### config.mk
export PLATFORM = sky130hd
export DESIGN_NAME = pb_uart_tx
export DESIGN_NICKNAME = d
export VERILOG_FILES = /design/src/rtl/pb_uart_pkg.sv /design/src/rtl/pb_uart_tx_fifo.sv /design/src/rtl/pb_uart_tx.sv
export SDC_FILE = /design/constraint.sdc
export NUM_CORES = 1
export LEC_CHECK = 0
export CAP_MARGIN = 15
export CORE_MARGIN = 3
export CORE_UTILIZATION = 55
export DETAILED_ROUTE_END_ITERATION = 12
export PLACE_DENSITY = 0.81
export SETUP_SLACK_MARGIN = 0.1
export SYNTH_ARGS = -nofsm -noshare
export SYNTH_HDL_FRONTEND = slang
export SYNTH_SLANG_ARGS = --single-unit
### constraint.sdc
create_clock -name clk_i -period 3.9 [get_ports clk_i]
set_input_delay 1.17 -clock clk_i [delete_from_list [all_inputs] [get_ports clk_i]]
set_output_delay 1.17 -clock clk_i [all_outputs]
set_load 0.01 [all_outputs]
### src/rtl/pb_uart_pkg.sv
// Shared UART types: FSM states, per-frame configuration and frame constants.
// Used by the TX block now and by the RX block later.
package pb_uart_pkg;

    localparam int unsigned DataBits    = 8;
    localparam int unsigned CfgDivWidth = 16;

    typedef enum logic [2:0] {
        IDLE,
        START,
        DATA,
        PARITY,
        STOP
    } tx_state_e;

    // div holds the effective clocks per bit, already clamped to at least 1
    typedef struct packed {
        logic [CfgDivWidth-1:0] div;
        logic                   parity_en;
        logic                   parity_odd;
        logic                   stop2;
    } uart_cfg_t;

endpackage

### src/rtl/pb_uart_tx_fifo.sv
// Byte FIFO with a synchronous reset and power-of-two depth.
// Each pointer carries an extra wrap bit, so full and empty can be told apart.
module pb_uart_tx_fifo #(
    parameter int unsigned Depth = 16,
    parameter int unsigned Width = 8
) (
    input  logic                     clk,
    input  logic                     rst,
    input  logic                     push,
    input  logic [Width-1:0]         wdata,
    input  logic                     pop,
    output logic [Width-1:0]         rdata,
    output logic                     full,
    output logic                     empty,
    output logic [$clog2(Depth):0]   usage
);

    localparam int unsigned AddrW = $clog2(Depth);

    logic [Width-1:0] mem [Depth];
    logic [AddrW:0]   wr_ptr;
    logic [AddrW:0]   rd_ptr;
    logic             do_push;
    logic             do_pop;

    assign do_push = push & ~full;
    assign do_pop  = pop & ~empty;
    assign usage   = wr_ptr - rd_ptr;
    assign empty   = (wr_ptr == rd_ptr);
    assign full    = (wr_ptr[AddrW] != rd_ptr[AddrW]) &&
                     (wr_ptr[AddrW-1:0] == rd_ptr[AddrW-1:0]);
    assign rdata   = mem[rd_ptr[AddrW-1:0]];

    always_ff @(posedge clk) begin
        if (rst) begin
            wr_ptr <= '0;
            rd_ptr <= '0;
        end else begin
            if (do_push) wr_ptr <= wr_ptr + (AddrW+1)'(1);
            if (do_pop)  rd_ptr <= rd_ptr + (AddrW+1)'(1);
        end
    end

    // Storage carries no reset; a slot only becomes visible through the pointers.
    always_ff @(posedge clk) begin
        if (do_push) mem[wr_ptr[AddrW-1:0]] <= wdata;
    end

endmodule

### src/rtl/pb_uart_tx.sv
// UART transmitter: buffers host bytes in a FIFO and serialises them LSB-first
// as 8N1/8E1/8O1 frames with one or two stop bits. Frame config is latched at pop.
module pb_uart_tx
    import pb_uart_pkg::*;
#(
    parameter int unsigned FifoDepth = 16,
    parameter int unsigned DivWidth  = 16
) (
    input  logic                           clk_i,
    input  logic                           rst_i,
    input  logic [DivWidth-1:0]            cfg_div_i,
    input  logic                           cfg_parity_en_i,
    input  logic                           cfg_parity_odd_i,
    input  logic                           cfg_stop2_i,
    input  logic [DataBits-1:0]            data_i,
    input  logic                           valid_i,
    output logic                           ready_o,
    output logic                           tx_o,
    output logic                           idle_o,
    output logic [$clog2(FifoDepth):0]     usage_o
);

    localparam int unsigned IdxW = $clog2(DataBits);

    tx_state_e           state_q, state_d;
    uart_cfg_t           cfg_q, cfg_d;
    logic [DivWidth-1:0] bit_cnt_q, bit_cnt_d;
    logic [IdxW-1:0]     bit_idx_q, bit_idx_d;
    logic [DataBits-1:0] shift_q, shift_d;
    logic                parity_q, parity_d;
    logic                stop_second_q, stop_second_d;
    logic                tx_q, tx_d;

    logic                fifo_push;
    logic                fifo_pop;
    logic                fifo_full;
    logic                fifo_empty;
    logic [DataBits-1:0] fifo_rdata;
    logic [DivWidth-1:0] new_div;
    logic [DivWidth-1:0] frame_div_m1;
    logic                bit_done;

    pb_uart_tx_fifo #(
        .Depth (FifoDepth),
        .Width (DataBits)
    ) u_fifo (
        .clk   (clk_i),
        .rst   (rst_i),
        .push  (fifo_push),
        .wdata (data_i),
        .pop   (fifo_pop),
        .rdata (fifo_rdata),
        .full  (fifo_full),
        .empty (fifo_empty),
        .usage (usage_o)
    );

    assign ready_o      = ~rst_i & ~fifo_full;
    assign fifo_push    = valid_i & ready_o;
    assign idle_o       = fifo_empty & (state_q == IDLE);
    assign tx_o         = tx_q;
    assign bit_done     = (bit_cnt_q == '0);
    assign new_div      = (cfg_div_i == '0) ? DivWidth'(1) : cfg_div_i;
    assign frame_div_m1 = DivWidth'(cfg_q.div) - DivWidth'(1);

    // Next-state, bit timing and line level for the following cycle.
    always_comb begin
        state_d       = state_q;
        cfg_d         = cfg_q;
        bit_cnt_d     = bit_cnt_q;
        bit_idx_d     = bit_idx_q;
        shift_d       = shift_q;
        parity_d      = parity_q;
        stop_second_d = stop_second_q;
        tx_d          = tx_q;
        fifo_pop      = 1'b0;

        if (!bit_done) begin
            bit_cnt_d = bit_cnt_q - DivWidth'(1);
        end else if (state_q != IDLE) begin
            bit_cnt_d = frame_div_m1;
        end

        unique case (state_q)
            IDLE: begin
                tx_d     = 1'b1;
                fifo_pop = ~fifo_empty;
            end
            START: begin
                if (bit_done) begin
                    state_d   = DATA;
                    tx_d      = shift_q[0];
                    bit_idx_d = '0;
                end
            end
            DATA: begin
                if (bit_done) begin
                    bit_idx_d = bit_idx_q + IdxW'(1);
                    if (bit_idx_q == IdxW'(DataBits - 1)) begin
                        stop_second_d = 1'b0;
                        if (cfg_q.parity_en) begin
                            state_d = PARITY;
                            tx_d    = parity_q;
                        end else begin
                            state_d = STOP;
                            tx_d    = 1'b1;
                        end
                    end else begin
                        shift_d = shift_q >> 1;
                        tx_d    = shift_q[1];
                    end
                end
            end
            PARITY: begin
                if (bit_done) begin
                    state_d       = STOP;
                    tx_d          = 1'b1;
                    stop_second_d = 1'b0;
                end
            end
            STOP: begin
                if (bit_done) begin
                    if (cfg_q.stop2 && !stop_second_q) begin
                        stop_second_d = 1'b1;
                    end else if (!fifo_empty) begin
                        fifo_pop = 1'b1;
                    end else begin
                        state_d = IDLE;
                    end
                end
            end
            default: begin
                state_d = IDLE;
                tx_d    = 1'b1;
            end
        endcase

        // A pop starts the next frame immediately, from IDLE or from the last stop bit.
        if (fifo_pop) begin
            state_d          = START;
            tx_d             = 1'b0;
            shift_d          = fifo_rdata;
            parity_d         = (^fifo_rdata) ^ cfg_parity_odd_i;
            cfg_d.div        = CfgDivWidth'(new_div);
            cfg_d.parity_en  = cfg_parity_en_i;
            cfg_d.parity_odd = cfg_parity_odd_i;
            cfg_d.stop2      = cfg_stop2_i;
            bit_cnt_d        = new_div - DivWidth'(1);
        end

        if (state_d == IDLE) bit_cnt_d = '0;
    end

    always_ff @(posedge clk_i) begin
        if (rst_i) begin
            state_q       <= IDLE;
            cfg_q         <= '0;
            bit_cnt_q     <= '0;
            bit_idx_q     <= '0;
            shift_q       <= '0;
            parity_q      <= 1'b0;
            stop_second_q <= 1'b0;
            tx_q          <= 1'b1;
        end else begin
            state_q       <= state_d;
            cfg_q         <= cfg_d;
            bit_cnt_q     <= bit_cnt_d;
            bit_idx_q     <= bit_idx_d;
            shift_q       <= shift_d;
            parity_q      <= parity_d;
            stop_second_q <= stop_second_d;
            tx_q          <= tx_d;
        end
    end

endmodule

==> flow_summary.toml <==
[clock_tree]
cts.sinks = 193
cts_resized = 1
postCtsSetupBuffers = 0
hold_buffers = 0
clkTransAtPathRegs_ns = 0.07
cts_tree = "done"
htreeDepth = 4
cts_buffer_depth = 2
clock_latency_ns = 0.44
clock-root-buffer = "clkbuf_16"
numCtsBuffers = 17

[timing]
fin_setup_tns_ns = 0
tightest_slew_ns = 0.925
fin_ws_ns = 0.229
finalCritPeriodShare_pct = 94.1
finalSetupViolations = 0
hold_ws_ns = 0.462
period_minus_slack_ns = 3.67
timing.fmax_ghz = 0.272
rsz0062_at_grt = "false"
hold_violations = 0
skew_ns = 0.00983
finalMaxSlewViolations = 0
max_slew_margin_pct = 38.1

[critical_path]
cp_slowest_cell = "clkdlybuf4s50_1"
startpoint = "u_fifo.wr_ptr[0]"
r2r-start = "u_fifo.wr_ptr[3]"
reg2reg_slack_ns = 0.36
cpLargestDelayFamily = "buffers and inverters"
r2r_cells = 9
cp.arrival_ns = 2.50
crit_path_cell_trace = "inv_1 > ha_1 > fa_1 > inv_1 > a21o_1 > a21oi_1 > xnor2_1 > clkdlybuf4s50_1"
path_class = "register to output pin"
cp_num_buf_inv = 3
endpoint = "usage_o[4]"
cp_slowest_stage_delay_ns = 0.55
critPathCaptureType = "output pin"
start_kind = "register"
crit_required_ns = 2.73
path_depth = 8
path_common_cell = "inv_1"
crit_fanout = 5
reg2reg_to = "bit_cnt_q[15]"

[logic_synthesis]
synth_flop_cell = "edfxtp_1"
synthDistinctLibCells = 57
synth-edff-count = 128
syn_area_um2 = 8300
postSynthCellCount = 626
ys_ff_latch = 193
avgSynthCellArea_um2 = 13.3
ys_warn_count = 0
ys_async_sr_fraction_pct = 0
syn-num-nets = 669
yosysSeqAreaShare_pct = 62.0

[global_route]
grt_pass1_wl_mm = 29.1
globalRouteTotalUtil_pct = 22.9
grt_antenna_before_repair = 0
grt_pass1_vias = 5415
grt_overflow = 0
grt_start_max_net_pins = 47

[placed_design]
placed_area_um2 = 8940
pre_cts_ws_ns = 0.284
io_buffers = 37
place_hpwl_mm = 12.2
gp_congestion = 0.917
dpl.cell_count = 834

[power_and_ir_drop]
power_density_nw_per_um2 = 667
vdd_drop_max_mv = 0.376
p_leak_nw = 3.17

[finish]
finalInstanceArea_um2 = 9550
drive_gt1_share_pct = 15.4
fin_cells = 866
diodes = 0
areaGrowthSynthToFinish_pct = 15.0
layout.nets = 712

[floorplan]
rows = 44
coreArea_um2 = 14600
boundaryPins = 38
floorplan.initialDensity_pct = 56.7
die_area_um2 = 16600
die_h_um = 129
die_w_um = 129

[routing]
drt_pass1_iterations = 5
vias = 5496
drc = 0
drtIter0Drc = 681
viasPerCell = 6.35
wl_mm = 18.0
wl_per_cell_um = 20.7
antenna_left = 0

[min_path]
hold_class = "register to register"

[flow_run]
cap_violations = 0

[run_status]
status = "completed"
[flip-flops by register name, summed over array words and instances (netlist names), named ones only]
| register | flops |
|---|---|
| stop_second_q | 1 |
| state_q | 3 |
| parity_q | 1 |
| u_fifo.wr_ptr | 5 |
| tx_o | 1 |
| bit_cnt_q | 16 |
| bit_idx_q | 3 |
| u_fifo.rd_ptr | 5 |
| u_fifo.mem | 128 |
| shift_q | 8 |
| cfg_q | 18 |
[area by class of cell]
cell class	instances	area, um2
multi-input cells	384	2950
clock inverters	15	183
well taps	184	230
fillers	977	5100
clock buffers	17	425
flip-flops and latches	193	5150
inverters	12	45.0
repair buffers	61	563
[per-layer routing]
layer,share of wire [%],up-vias,GRT usage [%]
li1,-,2463,-
met1,39,2727,29.5
met2,52,263,39.5
met3,6.6,43,4.11
met4,2.4,0,7.54
met5,0,-,0
[tightest hold or removal path, cell delays in order, from the launching register on]
cell and delay [ns]:
dfxtp_1 0.31, nand2_1 0.05, a21oi_1 0.05
[report_power, final]
group | total (mW) | switching [mW] | internal, mW
sequential | 2.46 | 0.130 | 2.33
clock | 1.75 | 0.824 | 0.922
combinational | 2.16 | 1.26 | 0.899
[synthesized netlist by cell type, types with 2 or more instances]
cell	number	area share [%]
a21o_1	2	0.18
o32ai_1	2	0.21
a2111oi_0	8	0.84
a221oi_1	2	0.21
nand2_1	61	2.8
and3_1	2	0.15
nor2_2	2	0.15
a22oi_1	9	0.81
inv_1	12	0.54
clkbuf_1	24	1.1
nand3b_1	3	0.27
o21ai_0	8	0.48
and2_1	2	0.15
buf_2	7	0.42
nor3_1	9	0.54
nand2b_1	5	0.38
a211o_1	2	0.21
ha_1	12	1.8
xor2_1	10	1.1
edfxtp_1	128	46
nand4_1	12	0.90
a222oi_1	11	1.3
buf_4	3	0.27
a21oi_1	49	3.0
nor2b_1	6	0.45
buf_1	2	0.090
and4_1	4	0.42
a211oi_1	2	0.18
xnor2_1	22	2.3
nand3_1	5	0.30
dfxtp_1	65	16
nor2_1	68	3.1
nor4_1	8	0.60
mux4_2	36	9.8
[how the worst min path moves through the flow]
stage	from	to	slack, ns	depth (start not counted)
floorplan	parity_q	parity_q	0.43	2
global placement	cfg_q[16]	cfg_q[16]	0.44	2
detailed placement	cfg_q[18]	cfg_q[18]	0.45	2
CTS	parity_q	parity_q	0.46	2
global route	cfg_q[18]	cfg_q[18]	0.48	2
finish	parity_q	parity_q	0.46	2
[cells in the final DEF, fill, tap and decap left out, drive strengths merged, types with 3 or more instances in the layout]
master / count
clkbuf: 17
buf: 24
nand3: 5
a22oi: 9
nand2: 61
nor4: 9
clkdlybuf4s50: 37
nor3: 9
ha: 12
nand4: 13
nor2: 70
and4: 4
clkinv: 6
nand3b: 3
edfxtp: 128
a2111oi: 8
xnor2: 23
xor2: 10
o21ai: 8
dfxtp: 65
inv: 20
a222oi: 11
mux4: 36
a21oi: 50
nand2b: 5
nor2b: 6
a211oi: 4
[through the flow]
step                power [mW]  utilization [%]
floorplan                 4.06                -
global placement          4.51             61.0
detailed placement        4.60             61.0
CTS                       6.36             65.2
global route              6.69             65.2
finish                    6.37             65.2
[logic make-up after synthesis]
| family | Yosys count | synth area share (%) |
|---|---|---|
| AND/OR/NAND/NOR | 194 | 11.0 |
| buffers and inverters | 49 | 2.55 |
| adder cells (fa/ha/maj) | 13 | 2.05 |
| flip-flops | 193 | 62.0 |
| multiplexers | 37 | 9.90 |
| AO/OA/AOI/OAI | 106 | 8.74 |
| XOR/XNOR | 34 | 3.84 |
(Power assumes the default switching activity.)
